[src/rtl/heatmap_pkg.sv]
// heatmap_pkg
//   Shared defaults and the write-controller state encoding for the
//   heat_column_store column slice.
//   Contents: default rows per column, row/pixel widths, clear-sweep colour,
//   and the state_t encoding used by heat_column_store.
//   Optional feature macro: COLUMN_CLEAR_EN (adds the CLEAR state and the
//   clear colour default).
package heatmap_pkg;

   localparam int HM_ROWS  = 480;
   localparam int HM_ROW_W = 10;
   localparam int HM_PIX_W = 8;

`ifdef COLUMN_CLEAR_EN
   localparam logic [7:0] HM_CLEAR_COLOR = 8'h00;
`endif

   typedef enum logic [1:0] {
      ST_IDLE  = 2'd0,
      ST_WRITE = 2'd1,
      ST_ACK   = 2'd2
`ifdef COLUMN_CLEAR_EN
      ,
      ST_CLEAR = 2'd3
`endif
   } state_t;

endpackage

[src/rtl/column_ram.sv]
// column_ram
//   Simple dual-port column RAM, DEPTH x DATA_W, one write port and one read
//   port on the same clock. Read path has a registered address and a
//   registered data word (2-cycle latency). A read and write hitting the same
//   row on the same edge return the old contents.
//   Ports:
//     clock    in   system clock
//     reset    in   async active-high reset (read masking pipeline only)
//     wr_en    in   write strobe
//     wr_addr  in   write row
//     wr_data  in   write data
//     rd_addr  in   read row, sampled every cycle
//     rd_data  out  read data, 2 cycles after rd_addr; 0 for rows >= DEPTH
module column_ram
   import heatmap_pkg::*;
#(
   parameter int DEPTH  = HM_ROWS,
   parameter int ADDR_W = HM_ROW_W,
   parameter int DATA_W = HM_PIX_W
) (
   input  logic              clock,
   input  logic              reset,
   input  logic              wr_en,
   input  logic [ADDR_W-1:0] wr_addr,
   input  logic [DATA_W-1:0] wr_data,
   input  logic [ADDR_W-1:0] rd_addr,
   output logic [DATA_W-1:0] rd_data
);

   localparam int MEM_AW = $clog2(DEPTH);
   localparam logic [ADDR_W-1:0] LAST = ADDR_W'(DEPTH - 1);

   logic [DATA_W-1:0] mem [DEPTH];
   logic [MEM_AW-1:0] rd_addr_reg;
   logic [DATA_W-1:0] rd_data_reg;
   logic              rd_oob_a_reg;
   logic              rd_oob_d_reg;
   logic              wr_ok;

   // Rows past DEPTH are never written, so the truncated index cannot alias
   // onto a real row.
   assign wr_ok = wr_en && (wr_addr <= LAST);

   always_ff @(posedge clock) begin
      if (wr_ok) begin
         mem[wr_addr[MEM_AW-1:0]] <= wr_data;
      end
      rd_addr_reg <= rd_addr[MEM_AW-1:0];
      rd_data_reg <= mem[rd_addr_reg];
   end

   // Out-of-range flag travels alongside the read so the data word can be
   // forced to zero. Reset to 1 so the output reads 0 until the pipeline refills.
   always_ff @(posedge clock or posedge reset) begin
      if (reset) begin
         rd_oob_a_reg <= 1'b1;
         rd_oob_d_reg <= 1'b1;
      end else begin
         rd_oob_a_reg <= (rd_addr > LAST);
         rd_oob_d_reg <= rd_oob_a_reg;
      end
   end

   assign rd_data = rd_oob_d_reg ? '0 : rd_data_reg;

endmodule

[src/rtl/heat_column_store.sv]
// heat_column_store
//   One screen column of pixel storage. Accepts single-pixel writes over a
//   four-phase col_select/return_sig handshake and serves the VGA scan-out
//   from a fixed 2-cycle read port.
//   Ports:
//     clock        in   system clock
//     reset        in   async active-high reset
//     col_select   in   write request (level, four-phase)
//     row_select   in   target row, latched when the request is accepted
//     pixel_color  in   colour, latched with row_select
//     return_sig   out  write acknowledge (registered)
//     vga_row      in   scan-out read row
//     vga_pixel    out  scan-out data, 2 cycles after vga_row
//     row_err      out  sticky: a request targeted a row >= ROWS
//     clear_req    in   clear sweep start pulse (COLUMN_CLEAR_EN only)
//     clear_busy   out  high for the whole sweep (COLUMN_CLEAR_EN only)
//   Optional feature macro: COLUMN_CLEAR_EN.
module heat_column_store
   import heatmap_pkg::*;
#(
   parameter int ROWS  = HM_ROWS,
   parameter int ROW_W = HM_ROW_W,
   parameter int PIX_W = HM_PIX_W
`ifdef COLUMN_CLEAR_EN
   ,
   parameter logic [PIX_W-1:0] CLEAR_COLOR = PIX_W'(HM_CLEAR_COLOR)
`endif
) (
   input  logic             clock,
   input  logic             reset,
   input  logic             col_select,
   input  logic [ROW_W-1:0] row_select,
   input  logic [PIX_W-1:0] pixel_color,
   output logic             return_sig,
   input  logic [ROW_W-1:0] vga_row,
   output logic [PIX_W-1:0] vga_pixel,
   output logic             row_err
`ifdef COLUMN_CLEAR_EN
   ,
   input  logic             clear_req,
   output logic             clear_busy
`endif
);

   localparam logic [ROW_W-1:0] LAST_ROW = ROW_W'(ROWS - 1);

   state_t           state_reg, state_next;
   logic [ROW_W-1:0] wr_row_reg, wr_row_next;
   logic [PIX_W-1:0] wr_pix_reg, wr_pix_next;
   logic             return_reg;
   logic             row_err_reg, row_err_next;
   logic             ram_we;
   logic [ROW_W-1:0] ram_waddr;
   logic [PIX_W-1:0] ram_wdata;

`ifdef COLUMN_CLEAR_EN
   logic [ROW_W-1:0] clear_cnt_reg, clear_cnt_next;
   logic             busy_reg;
`endif

   always_ff @(posedge clock or posedge reset) begin
      if (reset) begin
         state_reg     <= ST_IDLE;
         wr_row_reg    <= '0;
         wr_pix_reg    <= '0;
         return_reg    <= 1'b0;
         row_err_reg   <= 1'b0;
`ifdef COLUMN_CLEAR_EN
         clear_cnt_reg <= '0;
         busy_reg      <= 1'b0;
`endif
      end else begin
         state_reg     <= state_next;
         wr_row_reg    <= wr_row_next;
         wr_pix_reg    <= wr_pix_next;
         // Outputs registered from the next state so they change on the
         // same edge as the state itself.
         return_reg    <= (state_next == ST_ACK);
         row_err_reg   <= row_err_next;
`ifdef COLUMN_CLEAR_EN
         clear_cnt_reg <= clear_cnt_next;
         busy_reg      <= (state_next == ST_CLEAR);
`endif
      end
   end

   always_comb begin
      state_next     = state_reg;
      wr_row_next    = wr_row_reg;
      wr_pix_next    = wr_pix_reg;
      row_err_next   = row_err_reg;
      ram_we         = 1'b0;
      ram_waddr      = wr_row_reg;
      ram_wdata      = wr_pix_reg;
`ifdef COLUMN_CLEAR_EN
      clear_cnt_next = clear_cnt_reg;
`endif
      case (state_reg)
         ST_IDLE: begin
`ifdef COLUMN_CLEAR_EN
            // A clear arriving with a request takes priority; the request
            // stays pending on col_select and is served after the sweep.
            if (clear_req) begin
               state_next     = ST_CLEAR;
               clear_cnt_next = '0;
            end else
`endif
            if (col_select) begin
               state_next  = ST_WRITE;
               wr_row_next = row_select;
               wr_pix_next = pixel_color;
            end
         end
         ST_WRITE: begin
            if (wr_row_reg > LAST_ROW) begin
               row_err_next = 1'b1;
            end else begin
               ram_we = 1'b1;
            end
            state_next = ST_ACK;
         end
         ST_ACK: begin
            // Only a low col_select ends the ack, so a held request is
            // never taken twice.
            if (!col_select) begin
               state_next = ST_IDLE;
            end
         end
`ifdef COLUMN_CLEAR_EN
         ST_CLEAR: begin
            ram_we         = 1'b1;
            ram_waddr      = clear_cnt_reg;
            ram_wdata      = CLEAR_COLOR;
            clear_cnt_next = clear_cnt_reg + ROW_W'(1);
            if (clear_cnt_reg == LAST_ROW) begin
               state_next = ST_IDLE;
            end
         end
`endif
         default: state_next = ST_IDLE;
      endcase
   end

   column_ram #(
      .DEPTH  (ROWS),
      .ADDR_W (ROW_W),
      .DATA_W (PIX_W)
   ) u_ram (
      .clock   (clock),
      .reset   (reset),
      .wr_en   (ram_we),
      .wr_addr (ram_waddr),
      .wr_data (ram_wdata),
      .rd_addr (vga_row),
      .rd_data (vga_pixel)
   );

   assign return_sig = return_reg;
   assign row_err    = row_err_reg;
`ifdef COLUMN_CLEAR_EN
   assign clear_busy = busy_reg;
`endif

endmodule

[config.mk]
export PLATFORM = sky130hd
export DESIGN_NAME = heat_column_store
export DESIGN_NICKNAME = d
export VERILOG_FILES = /design/src/rtl/heatmap_pkg.sv /design/src/rtl/column_ram.sv /design/src/rtl/heat_column_store.sv
export SDC_FILE = /design/constraint.sdc
export NUM_CORES = 2
export LEC_CHECK = 0
export BUFFER_PORTS_ARGS = -buffer_cell sky130_fd_sc_hd__buf_2
export CAP_MARGIN = 30
export CORE_ASPECT_RATIO = 1.75
export CORE_MARGIN = 2
export CORE_UTILIZATION = 39
export CTS_BUF_LIST = sky130_fd_sc_hd__clkbuf_8 sky130_fd_sc_hd__clkbuf_16
export CTS_CLUSTER_DIAMETER = 40
export DETAILED_ROUTE_END_ITERATION = 10
export GPL_ROUTABILITY_DRIVEN = 0
export PLACE_DENSITY = 0.58
export SETUP_SLACK_MARGIN = 0.1
export SLEW_MARGIN = 20
export SYNTH_ARGS = -nofsm -noshare
export SYNTH_HDL_FRONTEND = slang
export SYNTH_HIERARCHICAL = 1
export SYNTH_SLANG_ARGS = --single-unit
[constraint.sdc]
create_clock -name clock -period 9.9 [get_ports clock]
set_input_delay 1.485 -clock clock [delete_from_list [all_inputs] [get_ports clock]]
set_output_delay 1.485 -clock clock [all_outputs]
set_load 0.01 [all_outputs]
==> metrics.cfg <==
[sta]
finalHoldViolCount=0
maxSlewViolCount=0
rsz0062_at_grt=false
setup_ws_ns=4.93
worst_pin_slew_ns=1.27
period_share_pct=50.2
max_freq_ghz=0.201
maxSlewHeadroom_pct=15.5
setup_violations=0
fin_skew_ns=0.0535
tns_ns=0
fin_crit_ns=4.97

[yosys]
synthCells=7044
synth-seq-area-share_pct=77.0
syn_area_mm2=0.151
avgSynthCellArea_um2=21.4
yosysWarnings=6
ys.flop_type=edfxtp_1
synth_cell_type_count=72
synth_fp_nets=7075
synth-seq-cells=3881
synth-edff-count=3840
synthArstFlopShare_pct=0.618

[routing]
drt_iter0_drc=8524
via_per_inst=5.87
wl_per_cell_um=34.9
ant_nets=0
dr_total_vias=74600
dr.pass1.iters=5
drc=0
wirelength_mm=444

[pwr]
switching_share_pct=26.7
p_leak_nw=52.2
peakVddDrop_uv=362
intPower_mw=28.8
clkPwrFrac_pct=33.8
seq_power_share_pct=53.4
p_comb_share_pct=12.8
p_switching_mw=10.5
p_per_area_mw_per_mm2=233

[status]
status=complete, no violations

[global_routing]
grt-ovfl-total=0
grt_pass1_wl_mm=613
grt_pass1_vias=76300
grt_usage_pct=22.4
grt_max_degree=212
antenna_found_initial=11

[clock_tree]
cts_tree=yes
cts.reportedPaths.clkPinSlew_ns=0.07
cts_sinks=3881
ctsResizeCount=0
clock_path_buffers=4
cts_hold_buffers=0
ctsRootBufferMaster=clkbuf_16
htree_levels=5
cts_setup_buffers=0
numCtsBuffers=342
clk_latency_ns=0.97

[critical_path]
end_kind=register
crit_type=register to register
cp_max_fo=39
reg2regPathDepth=10
required_ns=10.70
critPathLaunchType=register
crit_arrival_ns=5.78
rr_startpoint=u_ram/rd_addr_reg[0]
crit_start=u_ram/rd_addr_reg[0]

[min_path]
min_path_type=register to register
whs_path_depth=0
hold_start=u_ram/rd_oob_a_reg

[floorplanning]
die_w_um=474
initial_core_util_pct=39.1
core.rowCount=302
die_area_mm2=0.392
core_area_mm2=0.386
ios=41
die_y_um=827

[place]
port_buffers=40
postPlaceCellArea_mm2=0.157
dpl.hpwl_mm=279
dp_slack_ns=4.94

[finish]
syn_to_final_growth_pct=11.9
largest_reg_flops=3840
final_area_mm2=0.169
drive_gt1_share_pct=24.3
final_nets=7293

[flow_run]
drv_cap=0

## worst max-delay path, cell delays in order (launching register included)
cell and delay [ns]:
dfxtp_4 0.94, buf_4 0.69, buf_4 0.76, mux4_2 0.61
mux4_2 0.47, nand2_1 0.09, a31oi_1 0.11, nand3_1 0.13
o21ai_0 0.23, a2111oi_2 0.54, a31oi_1 0.09
## cell families after synthesis
kind of cell	synth area share, %
AOI/OAI and AO/OA	2.47
buffers and inverters	1.83
DFF	77.0
muxes	16.1
and+or+nand+nor	2.58
## Yosys cell counts, types with 6 or more instances
library cell / instances / area share (%)
a2111oi_0: 14 / 0.081
a211oi_1: 18 / 0.090
a21oi_1: 116 / 0.38
a221oi_1: 24 / 0.14
a22o_1: 11 / 0.064
a22oi_1: 70 / 0.35
a31oi_1: 15 / 0.062
and2_1: 13 / 0.054
buf_1: 28 / 0.070
buf_12: 6 / 0.080
buf_2: 78 / 0.26
buf_4: 44 / 0.22
buf_6: 69 / 0.51
buf_8: 18 / 0.18
clkbuf_1: 196 / 0.49
dfrtp_1: 22 / 0.36
dfxtp_1: 17 / 0.23
edfxtp_1: 3840 / 76
inv_1: 7 / 0.017
mux2_2: 24 / 0.18
mux2_4: 9 / 0.090
mux2i_1: 320 / 2.1
mux4_2: 918 / 14
nand2_1: 162 / 0.40
nand2b_1: 15 / 0.062
nand3_1: 37 / 0.12
nand4_1: 10 / 0.041
nor2_1: 559 / 1.4
nor2b_1: 33 / 0.14
nor3_1: 46 / 0.15
nor4_1: 14 / 0.058
o211ai_1: 19 / 0.095
o21ai_0: 25 / 0.083
o21ai_1: 6 / 0.020
o221ai_1: 109 / 0.63
o22ai_1: 61 / 0.25
or4_1: 6 / 0.030
## power by group through the flow
| stage | combinational (mW) | clock, mW | sequential [mW] |
|---|---|---|---|
| final | 5.04 | 13.3 | 21.0 |
| after global routing | 5.22 | 14.1 | 21.0 |
| after CTS | 4.84 | 13.5 | 21.0 |
| after detailed placement | 4.85 | 0 | 21.4 |
| after global placement | 4.58 | 0 | 21.3 |
| after floorplan | 1.17 | 0 | 23.3 |
## layout make-up
type,instances,area (µm²)
antenna,8,20.0
clock buffer,364,9030
clock inverter,250,1940
fill,32700,217000
inverter,9,48.8
multi-input combinational,2715,32200
sequential,3881,116000
tap,5168,6470
timing repair buffer,313,2960
## through the flow
stage | utilization [%] | std cells | hold WS (ns) | power, mW
4_1_cts | 43.6 | 12700 | 0.360 | 39.4
3_5_place_dp | 40.8 | 12000 | 0.347 | 26.2
2_1_floorplan | - | 7044 | 0.345 | 24.5
6_report | 43.8 | 12700 | 0.361 | 39.3
3_3_place_gp | 40.6 | 12000 | 0.348 | 25.9
5_1_grt | 43.8 | 12700 | 0.366 | 40.3
## placed cells by master, fill, tap and decap left out, types with 15 or more instances in the layout
cell / n
o22ai_1: 61
clkinvlp_4: 18
buf_2: 46
clkbuf_16: 357
clkinv_1: 49
a211oi_1: 15
nor3_1: 45
edfxtp_1: 3840
mux2i_1: 320
a31oi_1: 15
bufinv_16: 24
nor2_1: 551
inv_6: 18
a21oi_1: 116
mux2_2: 24
nor2b_1: 25
clkinv_2: 47
a22oi_1: 70
o21ai_0: 25
inv_1: 78
mux4_2: 918
o221ai_1: 109
buf_4: 208
buf_12: 32
nand3_1: 30
nand2_1: 151
o211ai_1: 19
a221oi_1: 24
## layer usage
metal	up-vias	share of wire, %	wire length [µm]	global-route usage, %
li1	29800	-	-	-
met1	40500	34	151000	25.6
met2	3314	52	229000	38.9
met3	915	6.4	28500	3.24
met4	6	7.9	35200	15.1
met5	-	0.0079	35	0
## final timing paths
| kind | to | slack [ns] |
|---|---|---|
| max | u_ram/rd_data_reg[2] | 4.93 |
| min | u_ram/rd_oob_d_reg | 0.36 |
| max reg2reg | u_ram/rd_data_reg[2] | 4.93 |
| min reg2reg | u_ram/rd_oob_d_reg | 0.36 |
| max in group asynchronous | ram_wdata[4] | 8.92 |
| min in group asynchronous | ram_waddr[7] | 0.54 |
No activity file was read; power rests on OpenSTA's default activity.
